## src/rtl/fp32_to_int_conv.sv

```systemverilog
// Three-stage elastic IEEE-754 single -> signed OUT_W-bit integer converter.
// Define FP2INT_RNE_EN for round-to-nearest-even; default build truncates toward zero.
module fp32_to_int_conv #(
    parameter int unsigned OUT_W = 32
) (
    input  logic             clk,
    input  logic             rst,
    input  logic [31:0]      a,
    input  logic             in_valid,
    output logic             in_ready,
    output logic [OUT_W-1:0] result,
    output logic [4:0]       flags,
    output logic             out_valid,
    input  logic             out_ready
);

    typedef enum logic [2:0] {
        CLS_ZERO,
        CLS_DENORM,
        CLS_NAN,
        CLS_INF,
        CLS_NORM
    } cls_t;

    localparam logic signed [8:0] K_BIG   = 9'(OUT_W);
    localparam logic [OUT_W:0]    MAG_LIM = {2'b01, {(OUT_W-1){1'b0}}};
    localparam logic [OUT_W-1:0]  MAX_POS = {1'b0, {(OUT_W-1){1'b1}}};
    localparam logic [OUT_W-1:0]  MIN_NEG = {1'b1, {(OUT_W-1){1'b0}}};

    // handshake
    logic s1_valid, s2_valid, s3_valid;
    logic s1_adv, s2_adv, s3_adv;
    logic s2_free, s3_free;
    logic accept;

    always_comb begin
        s3_adv   = s3_valid & out_ready;
        s3_free  = ~s3_valid | s3_adv;
        s2_adv   = s2_valid & s3_free;
        s2_free  = ~s2_valid | s2_adv;
        s1_adv   = s1_valid & s2_free;
        in_ready = ~s1_valid | s1_adv;
        accept   = in_valid & in_ready;
    end

    assign out_valid = s3_valid;

    // S1: unpack and classify
    logic              s1_sign;
    logic [23:0]       s1_m;
    logic signed [8:0] s1_k;
    cls_t              s1_cls;
    cls_t              in_cls;

    always_comb begin
        if (a[30:23] == 8'd0) begin
            in_cls = (a[22:0] == 23'd0) ? CLS_ZERO : CLS_DENORM;
        end else if (a[30:23] == 8'hFF) begin
            in_cls = (a[22:0] == 23'd0) ? CLS_INF : CLS_NAN;
        end else begin
            in_cls = CLS_NORM;
        end
    end

    always_ff @(posedge clk or negedge rst) begin
        if (!rst) begin
            s1_valid <= 1'b0;
            s1_sign  <= 1'b0;
            s1_m     <= '0;
            s1_k     <= '0;
            s1_cls   <= CLS_ZERO;
        end else begin
            if (accept) begin
                s1_valid <= 1'b1;
            end else if (s1_adv) begin
                s1_valid <= 1'b0;
            end
            if (accept) begin
                s1_sign <= a[31];
                s1_m    <= {a[30:23] != 8'd0, a[22:0]};
                s1_k    <= $signed({1'b0, a[30:23]}) - 9'sd127;
                s1_cls  <= in_cls;
            end
        end
    end

    // S2: align. Treating m as a fixed-point value with 23 fraction bits and
    // shifting left by k puts the integer part at [OUT_W+22:23] and leaves
    // guard/sticky in the low bits, covering both k>=23 and 0<=k<23.
    logic [OUT_W+22:0] shifted;
    logic [OUT_W:0]    al_mag;
    logic              al_guard;
    logic              al_sticky;

    always_comb begin
        shifted   = {{(OUT_W-1){1'b0}}, s1_m} << s1_k[4:0];
        al_mag    = '0;
        al_guard  = 1'b0;
        al_sticky = 1'b0;
        if (s1_cls == CLS_NORM) begin
            if (s1_k >= K_BIG) begin
                // |value| >= 2^OUT_W: top bit alone marks overflow for both signs
                al_mag = {1'b1, {OUT_W{1'b0}}};
            end else if (!s1_k[8]) begin
                al_mag    = {1'b0, shifted[OUT_W+22:23]};
                al_guard  = shifted[22];
                al_sticky = |shifted[21:0];
            end else if (s1_k == 9'h1FF) begin
                al_guard  = 1'b1;
                al_sticky = |s1_m[22:0];
            end else begin
                al_sticky = 1'b1;
            end
        end
    end

    logic           s2_sign;
    logic [OUT_W:0] s2_mag;
    logic           s2_guard;
    logic           s2_sticky;
    cls_t           s2_cls;

    always_ff @(posedge clk or negedge rst) begin
        if (!rst) begin
            s2_valid  <= 1'b0;
            s2_sign   <= 1'b0;
            s2_mag    <= '0;
            s2_guard  <= 1'b0;
            s2_sticky <= 1'b0;
            s2_cls    <= CLS_ZERO;
        end else begin
            if (s1_adv) begin
                s2_valid <= 1'b1;
            end else if (s2_adv) begin
                s2_valid <= 1'b0;
            end
            if (s1_adv) begin
                s2_sign   <= s1_sign;
                s2_mag    <= al_mag;
                s2_guard  <= al_guard;
                s2_sticky <= al_sticky;
                s2_cls    <= s1_cls;
            end
        end
    end

    // S3: round, negate, saturate
    logic [OUT_W:0]   mag_r;
    logic             ovf;
    logic [OUT_W-1:0] rd_result;
    logic [4:0]       rd_flags;

    always_comb begin
`ifdef FP2INT_RNE_EN
        mag_r = s2_mag + {{OUT_W{1'b0}}, s2_guard & (s2_sticky | s2_mag[0])};
`else
        mag_r = s2_mag;
`endif
        ovf       = s2_sign ? (mag_r > MAG_LIM) : (mag_r >= MAG_LIM);
        rd_result = '0;
        rd_flags  = '0;
        case (s2_cls)
            CLS_NAN: begin
                rd_result = MAX_POS;
                rd_flags  = 5'h10;
            end
            CLS_INF: begin
                rd_result = s2_sign ? MIN_NEG : MAX_POS;
                rd_flags  = 5'h10;
            end
            CLS_DENORM: begin
                rd_flags = 5'h01;
            end
            CLS_NORM: begin
                if (ovf) begin
                    rd_result = s2_sign ? MIN_NEG : MAX_POS;
                    rd_flags  = 5'h10;
                end else begin
                    rd_result = s2_sign ? ('0 - mag_r[OUT_W-1:0]) : mag_r[OUT_W-1:0];
                    rd_flags  = {4'b0000, s2_guard | s2_sticky};
                end
            end
            default: begin
                rd_result = '0;
                rd_flags  = '0;
            end
        endcase
    end

    always_ff @(posedge clk or negedge rst) begin
        if (!rst) begin
            s3_valid <= 1'b0;
            result   <= '0;
            flags    <= '0;
        end else begin
            if (s2_adv) begin
                s3_valid <= 1'b1;
            end else if (s3_adv) begin
                s3_valid <= 1'b0;
            end
            if (s2_adv) begin
                result <= rd_result;
                flags  <= rd_flags;
            end
        end
    end

endmodule
```

## config.mk

```make
export PLATFORM = sky130hd
export DESIGN_NAME = fp32_to_int_conv
export DESIGN_NICKNAME = d
export VERILOG_FILES = /design/src/rtl/fp32_to_int_conv.sv
export SDC_FILE = /design/constraint.sdc
export NUM_CORES = 1
export LEC_CHECK = 0
export CORE_MARGIN = 2
export CORE_UTILIZATION = 35
export DETAILED_ROUTE_END_ITERATION = 10
export SLEW_MARGIN = 20
export SYNTH_ARGS = -nofsm -noshare
export SYNTH_HDL_FRONTEND = slang
export SYNTH_SLANG_ARGS = --single-unit
```

## constraint.sdc

```tcl
create_clock -name clk -period 3.2 [get_ports clk]
set_input_delay 0.64 -clock clk [delete_from_list [all_inputs] [get_ports clk]]
set_output_delay 0.64 -clock clk [all_outputs]
set_load 0.005 [all_outputs]
```

==> reports/results.ini, run 1 <==
[logic_synthesis]
postSynthAreaPerCell_um2 = 10.2
netlist_instances = 666
synth_ff_type = dfrtp_1
yosysUniqueCellTypes = 62
ys_seq_elements = 113
ys_warn_count = 0
synth-seq-area-share = 0.417
synth_edf_count = 0
synthArstFlopShare = 1.00
synth_area_um2 = 6790

[timing]
fmax_ghz = 0.325
setup_viol = 0
rsz0062_at_grt = no
post-route-period-util = 0.961
relSlewSlack = 0.446
tightest_slew_ps = 828
fin_tns_setup_ps = 0
hold_ws_ps = 191
final_max_slew_viol_count = 0
period_needed_ps = 3070
hold_viol = 0
clock_skew_ps = 12.5

[clocking]
holdBufCountCts = 0
clock_sinks = 113
cts_tree = yes
cts_max_path_buffers = 2
cts_setup_buffers = 0
clk_latency_ps = 420
clockRootBuffer = clkbuf_16
cts_buffers = 17
htree_levels = 4
cts_resized = 0
clk_pin_slew_ps = 60

[die]
initial_utilization = 0.359
die_w_um = 143
die-area_um2 = 20500
core-area_um2 = 18900
ios = 75
rows = 50
die-height_um = 143

[cells_and_area]
layout-drive-gt1-share = 0.188
num-fill-cells = 1771
regArea_um2 = 2830
multi_input_area_um2 = 3730
nets = 770
diodes = 0
syn_to_final_growth_pct = 25.9

[critical_path]
timing.rr.start = mag_r[0]
critPathMaxFanout = 4
rr_endpoint = result[30]
cp-start-kind = register
r2r_cells = 8
arrival_ps = 3370
worstSetupPathType = reg2reg
worst_ep_required_time_ps = 3490
setup.worst_path.end_class = register
rrSetupSlack_ps = 130

[grt]
gr-total-overflow = 0
grt_max_degree = 49
grtUsageTotal = 0.178
grt_pass1_vias = 5527
antenna_found_initial = 0
grt_pass1_wl_um = 29100

[flow_run]
drv_cap = 0

[detailed_routing]
drc = 0
routed_wl_um = 17500
vias_per_cell = 5.63
drt_iter0_markers = 366
drt_first_pass_iters = 5
post_drt_wl_per_cell_um = 17.5
num_vias = 5657
drtAntennaViolNets = 0

[power_and_ir_drop]
p_per_area_nw_per_um2 = 818
p_leak_nw = 3.55
ir_worst_vdd_mv = 0.441

[place]
io_buffer_count = 71
dp_hpwl_um = 13100
gp_congestion = 0.852

[outcome]
status = completed

[hold_path]
hp-class = in2async

-- cells by family after synthesis --
kind of cell               synth area share
AOI/OAI and AO/OA                     0.179
muxes                                 0.182
DFF                                   0.417
buffers and inverters                0.0380
adders and majority gates           0.00553
xor gates and xnor gates             0.0413
and+or+nand+nor                       0.137
other                              0.000552
-- worst max path at each step --
stage | startpoint | endpoint | slack (ps)
after floorplan | mag_r[0] | result[30] | 180
after global placement | mag_r[0] | result[30] | 170
after detailed placement | mag_r[0] | result[30] | 80
after CTS | mag_r[0] | result[30] | 70
after global routing | mag_r[0] | result[30] | 20
final | mag_r[0] | result[30] | 130
-- per-stage QoR --
step	util	setup WS [ps]	area, µm²	total power, mW	instances
final	0.452	126	8540	6.99	1004
after global routing	0.452	22.9	8540	7.40	1004
after CTS	0.452	73.9	8540	7.00	1004
after detailed placement	0.416	83.6	7860	4.81	972
after global placement	0.416	172	7860	4.74	972
after floorplan	-	175	6800	3.75	668
-- metal layers --
metal  GRT usage  share of wire  wire length, µm  vias to the layer above
li1            -              -                -                     2643
met1       0.242           0.46             8130                     2819
met2       0.287           0.47             8280                      171
met3      0.0362          0.044              773                       24
met4      0.0557          0.020              353                        0
met5           0              0                0                        -
-- where the power goes --
part / switching, mW / internal, mW
Sequential: 0.316 / 1.75
Combinational: 1.36 / 1.40
Clock: 0.680 / 1.48
-- flip-flops by register name (all words and copies together), names as in the netlist, 2 cells and up --
signal	flops
mag_r	33
s1_cls	3
flags	2
s1_m	24
result	32
s2_cls	3
s1_k	9
-- layout make-up --
class | count | area share
clock buffers | 19 | 0.0518
well taps | 260 | 0.0381
repair buffers | 96 | 0.111
inverters | 12 | 0.00527
clock inverters | 13 | 0.0271
flip-flops and latches | 113 | 0.331
multi-input cells | 491 | 0.436
-- worst max-delay path, cell delays in order (launching register included) --
cell and delay (ps):
dfrtp_1 410, inv_1 90, ha_2 200, or4b_4 480
or4b_4 540, or2_4 270, or3_1 300, a311o_1 360
a221o_1 300
-- placed cells by master, fill, tap and decap left out, types with 3 or more instances in the layout --
cell / n
a21oi_1: 27
a221o_1: 14
a22o_1: 5
a2bb2oi_1: 3
a32o_1: 4
and2_1: 3
buf_12: 4
buf_4: 22
bufinv_16: 6
clkbuf_16: 17
clkdlybuf4s50_1: 70
conb_1: 3
dfrtp_1: 113
inv_1: 12
mux2_2: 52
mux2i_1: 20
mux4_2: 20
nand2_1: 69
nand2b_1: 10
nand3_1: 16
nand4_1: 4
nor2_1: 26
nor2b_1: 4
nor3_1: 12
nor4_1: 15
o211ai_1: 4
o21ai_0: 56
o221ai_1: 4
o22a_1: 17
o31ai_1: 9
o41ai_1: 8
or2_2: 4
or3_1: 8
or4_1: 6
xnor2_1: 5
xor2_1: 27
-- Yosys cell counts, drive strengths merged, types with 10 or more instances --
master  count  area share
a21oi      27       0.020
nor4       15       0.014
xor2       27       0.035
nand2b     10      0.0092
buf        12      0.0092
nand3      16       0.012
a221o      14       0.021
o22a       17       0.022
o21ai      56       0.041
mux2       52       0.086
nor2       26       0.014
o31ai      10       0.012
clkbuf     40       0.022
dfrtp     113        0.42
nand2      69       0.038
inv        12      0.0066
mux4       20       0.066
nor3       12      0.0088
mux2i      20       0.029
Power figures use the tool's default switching activity.
==> inputs of run 2 (changes only) <==
--- a/config.mk
+++ b/config.mk
@@ -8,6 +8,7 @@
 export CORE_MARGIN = 2
 export CORE_UTILIZATION = 35
 export DETAILED_ROUTE_END_ITERATION = 10
+export PLACE_DENSITY = 0.58
 export SLEW_MARGIN = 20
 export SYNTH_ARGS = -nofsm -noshare
 export SYNTH_HDL_FRONTEND = slang
==> reports/results.ini, run 2 (same netlist as run 1, synthesis figures left out) <==
[outcome]
status = completed

[detailed_routing]
drt_first_pass_iters = 4
routed_wl_um = 17300
post_drt_wl_per_cell_um = 17.2
num_vias = 5562
vias_per_cell = 5.53
drc = 0
drt_iter0_markers = 394
drtAntennaViolNets = 0

[clocking]
cts_buffers = 17
clockRootBuffer = clkbuf_16
clk_latency_ps = 410
cts_max_path_buffers = 2
htree_levels = 4
holdBufCountCts = 0
clk_pin_slew_ps = 60
cts_tree = yes
clock_sinks = 113

[die]
rows = 50
core-area_um2 = 18900
die-height_um = 143
die-area_um2 = 20500
die_w_um = 143
initial_utilization = 0.359
ios = 75

[cells_and_area]
syn_to_final_growth_pct = 25.0
nets = 772
diodes = 0
layout-drive-gt1-share = 0.186
fin_area_um2 = 8490
final_common_cell = dfrtp_1
final_cells = 1006
largest_register_ffs = 33
post-route-util = 0.449
mostFrequentLayoutCells = dfrtp_1, clkdlybuf4s50_1, nand2_1

[timing]
fmax_ghz = 0.325
hold_viol = 0
tightest_slew_ps = 753
final_max_slew_viol_count = 0
post-route-period-util = 0.963
clock_skew_ps = 9.20
relSlewSlack = 0.498
fin_tns_setup_ps = 0
rsz0062_at_grt = no
setup_viol = 0
period_needed_ps = 3080

[critical_path]
arrival_ps = 3370
critPathMaxFanout = 4
cp-start-kind = register
setup.worst_path.end_class = register
worstSetupPathType = reg2reg
worst_ep_required_time_ps = 3490

[place]
dp_cells = 974
dp_hpwl_um = 12900
place_area_um2 = 7880
io_buffer_count = 71
gp_congestion = 0.861

[grt]
grtUsageTotal = 0.178
antenna_found_initial = 0
grt_pass1_wl_um = 28700
gr-total-overflow = 0
grt_pass1_vias = 5396
grt_max_degree = 65

[power_and_ir_drop]
p_per_area_nw_per_um2 = 795
ir_worst_vdd_mv = 0.422
p_leak_nw = 3.54
total_power_mw = 6.75

[flow_run]
drv_cap = 0

[hold_path]
hp-class = in2async

==> run 2: changes by cell type in the layout (fill, tap and decap cells not counted), sizes merged <==
cell,change
clkinvlp,+1
inv,-1
clkbuf,+3
bufinv,-3
buf,+2
==> run 2: area by class of cell <==
type	count	area, µm²
clock inverters	10	133
well taps	260	325
repair buffers	98	973
inverters	12	45.0
clock buffers	22	474
multi-input cells	491	3710
flip-flops and latches	113	2830
fillers	1801	10400
==> run 2: path summary, 6_finish.rpt <==
kind                           from         end  slack [ps]  cells after the start
max                        mag_r[0]  result[30]         120                      8
min                             rst  result[23]         260                      1
max reg2reg                mag_r[0]  result[30]         120                      8
min reg2reg                flags[4]    flags[4]         490                      1
max in group asynchronous       rst    s1_m[20]        2140                      2
min in group clk           flags[4]    flags[4]         490                      1
==> run 2: critical path, stage by stage (launching register included) <==
cell and delay, ps:
dfrtp_1 410, inv_1 100, ha_1 200, or4b_4 500
or4b_1 550, or2_4 260, or3_1 300, a311o_1 350
a221o_1 290
==> run 2: repair_timing <==
| item | CTS | global route |
|---|---|---|
| setup endpoints to repair | 0 | 28 |
| gates resized for setup | 0 | 1 |
| hold endpoints to repair | 0 | 0 |
| setup buffers | 0 | 0 |
==> run 2: routing by layer <==
metal | vias to the layer above | routed length (µm) | GRT usage
met5 | - | 0 | 0
met4 | 0 | 269 | 0.0516
met3 | 19 | 794 | 0.0399
met2 | 149 | 7890 | 0.276
met1 | 2726 | 8390 | 0.249
li1 | 2668 | - | -
==> run 2: where the power goes <==
| part | internal (mW) | switching [mW] | leakage [nW] |
|---|---|---|---|
| logic | 1.40 | 1.37 | 1.83 |
| clock network | 1.28 | 0.649 | 0.292 |
| registers | 1.75 | 0.306 | 1.42 |
| total | 4.42 | 2.32 | 3.54 |
==> run 2: metrics by stage <==
| stage | hold slack [ps] | worst slack (ps) |
|---|---|---|
| detailed placement | 484 | 137 |
| CTS | 272 | 125 |
| floorplan | 344 | 175 |
| global route | 304 | 12.0 |
| finish | 263 | 119 |
| global placement | 477 | 185 |
==> inputs of run 3 (changes only) <==
--- a/config.mk
+++ b/config.mk
@@ -8,6 +8,7 @@
 export CORE_MARGIN = 2
 export CORE_UTILIZATION = 35
 export DETAILED_ROUTE_END_ITERATION = 10
+export HOLD_SLACK_MARGIN = 0.1
 export PLACE_DENSITY = 0.58
 export SLEW_MARGIN = 20
 export SYNTH_ARGS = -nofsm -noshare
==> results of run 3 <==
The final DEF is identical to that of run 2; final timing and power are the same.
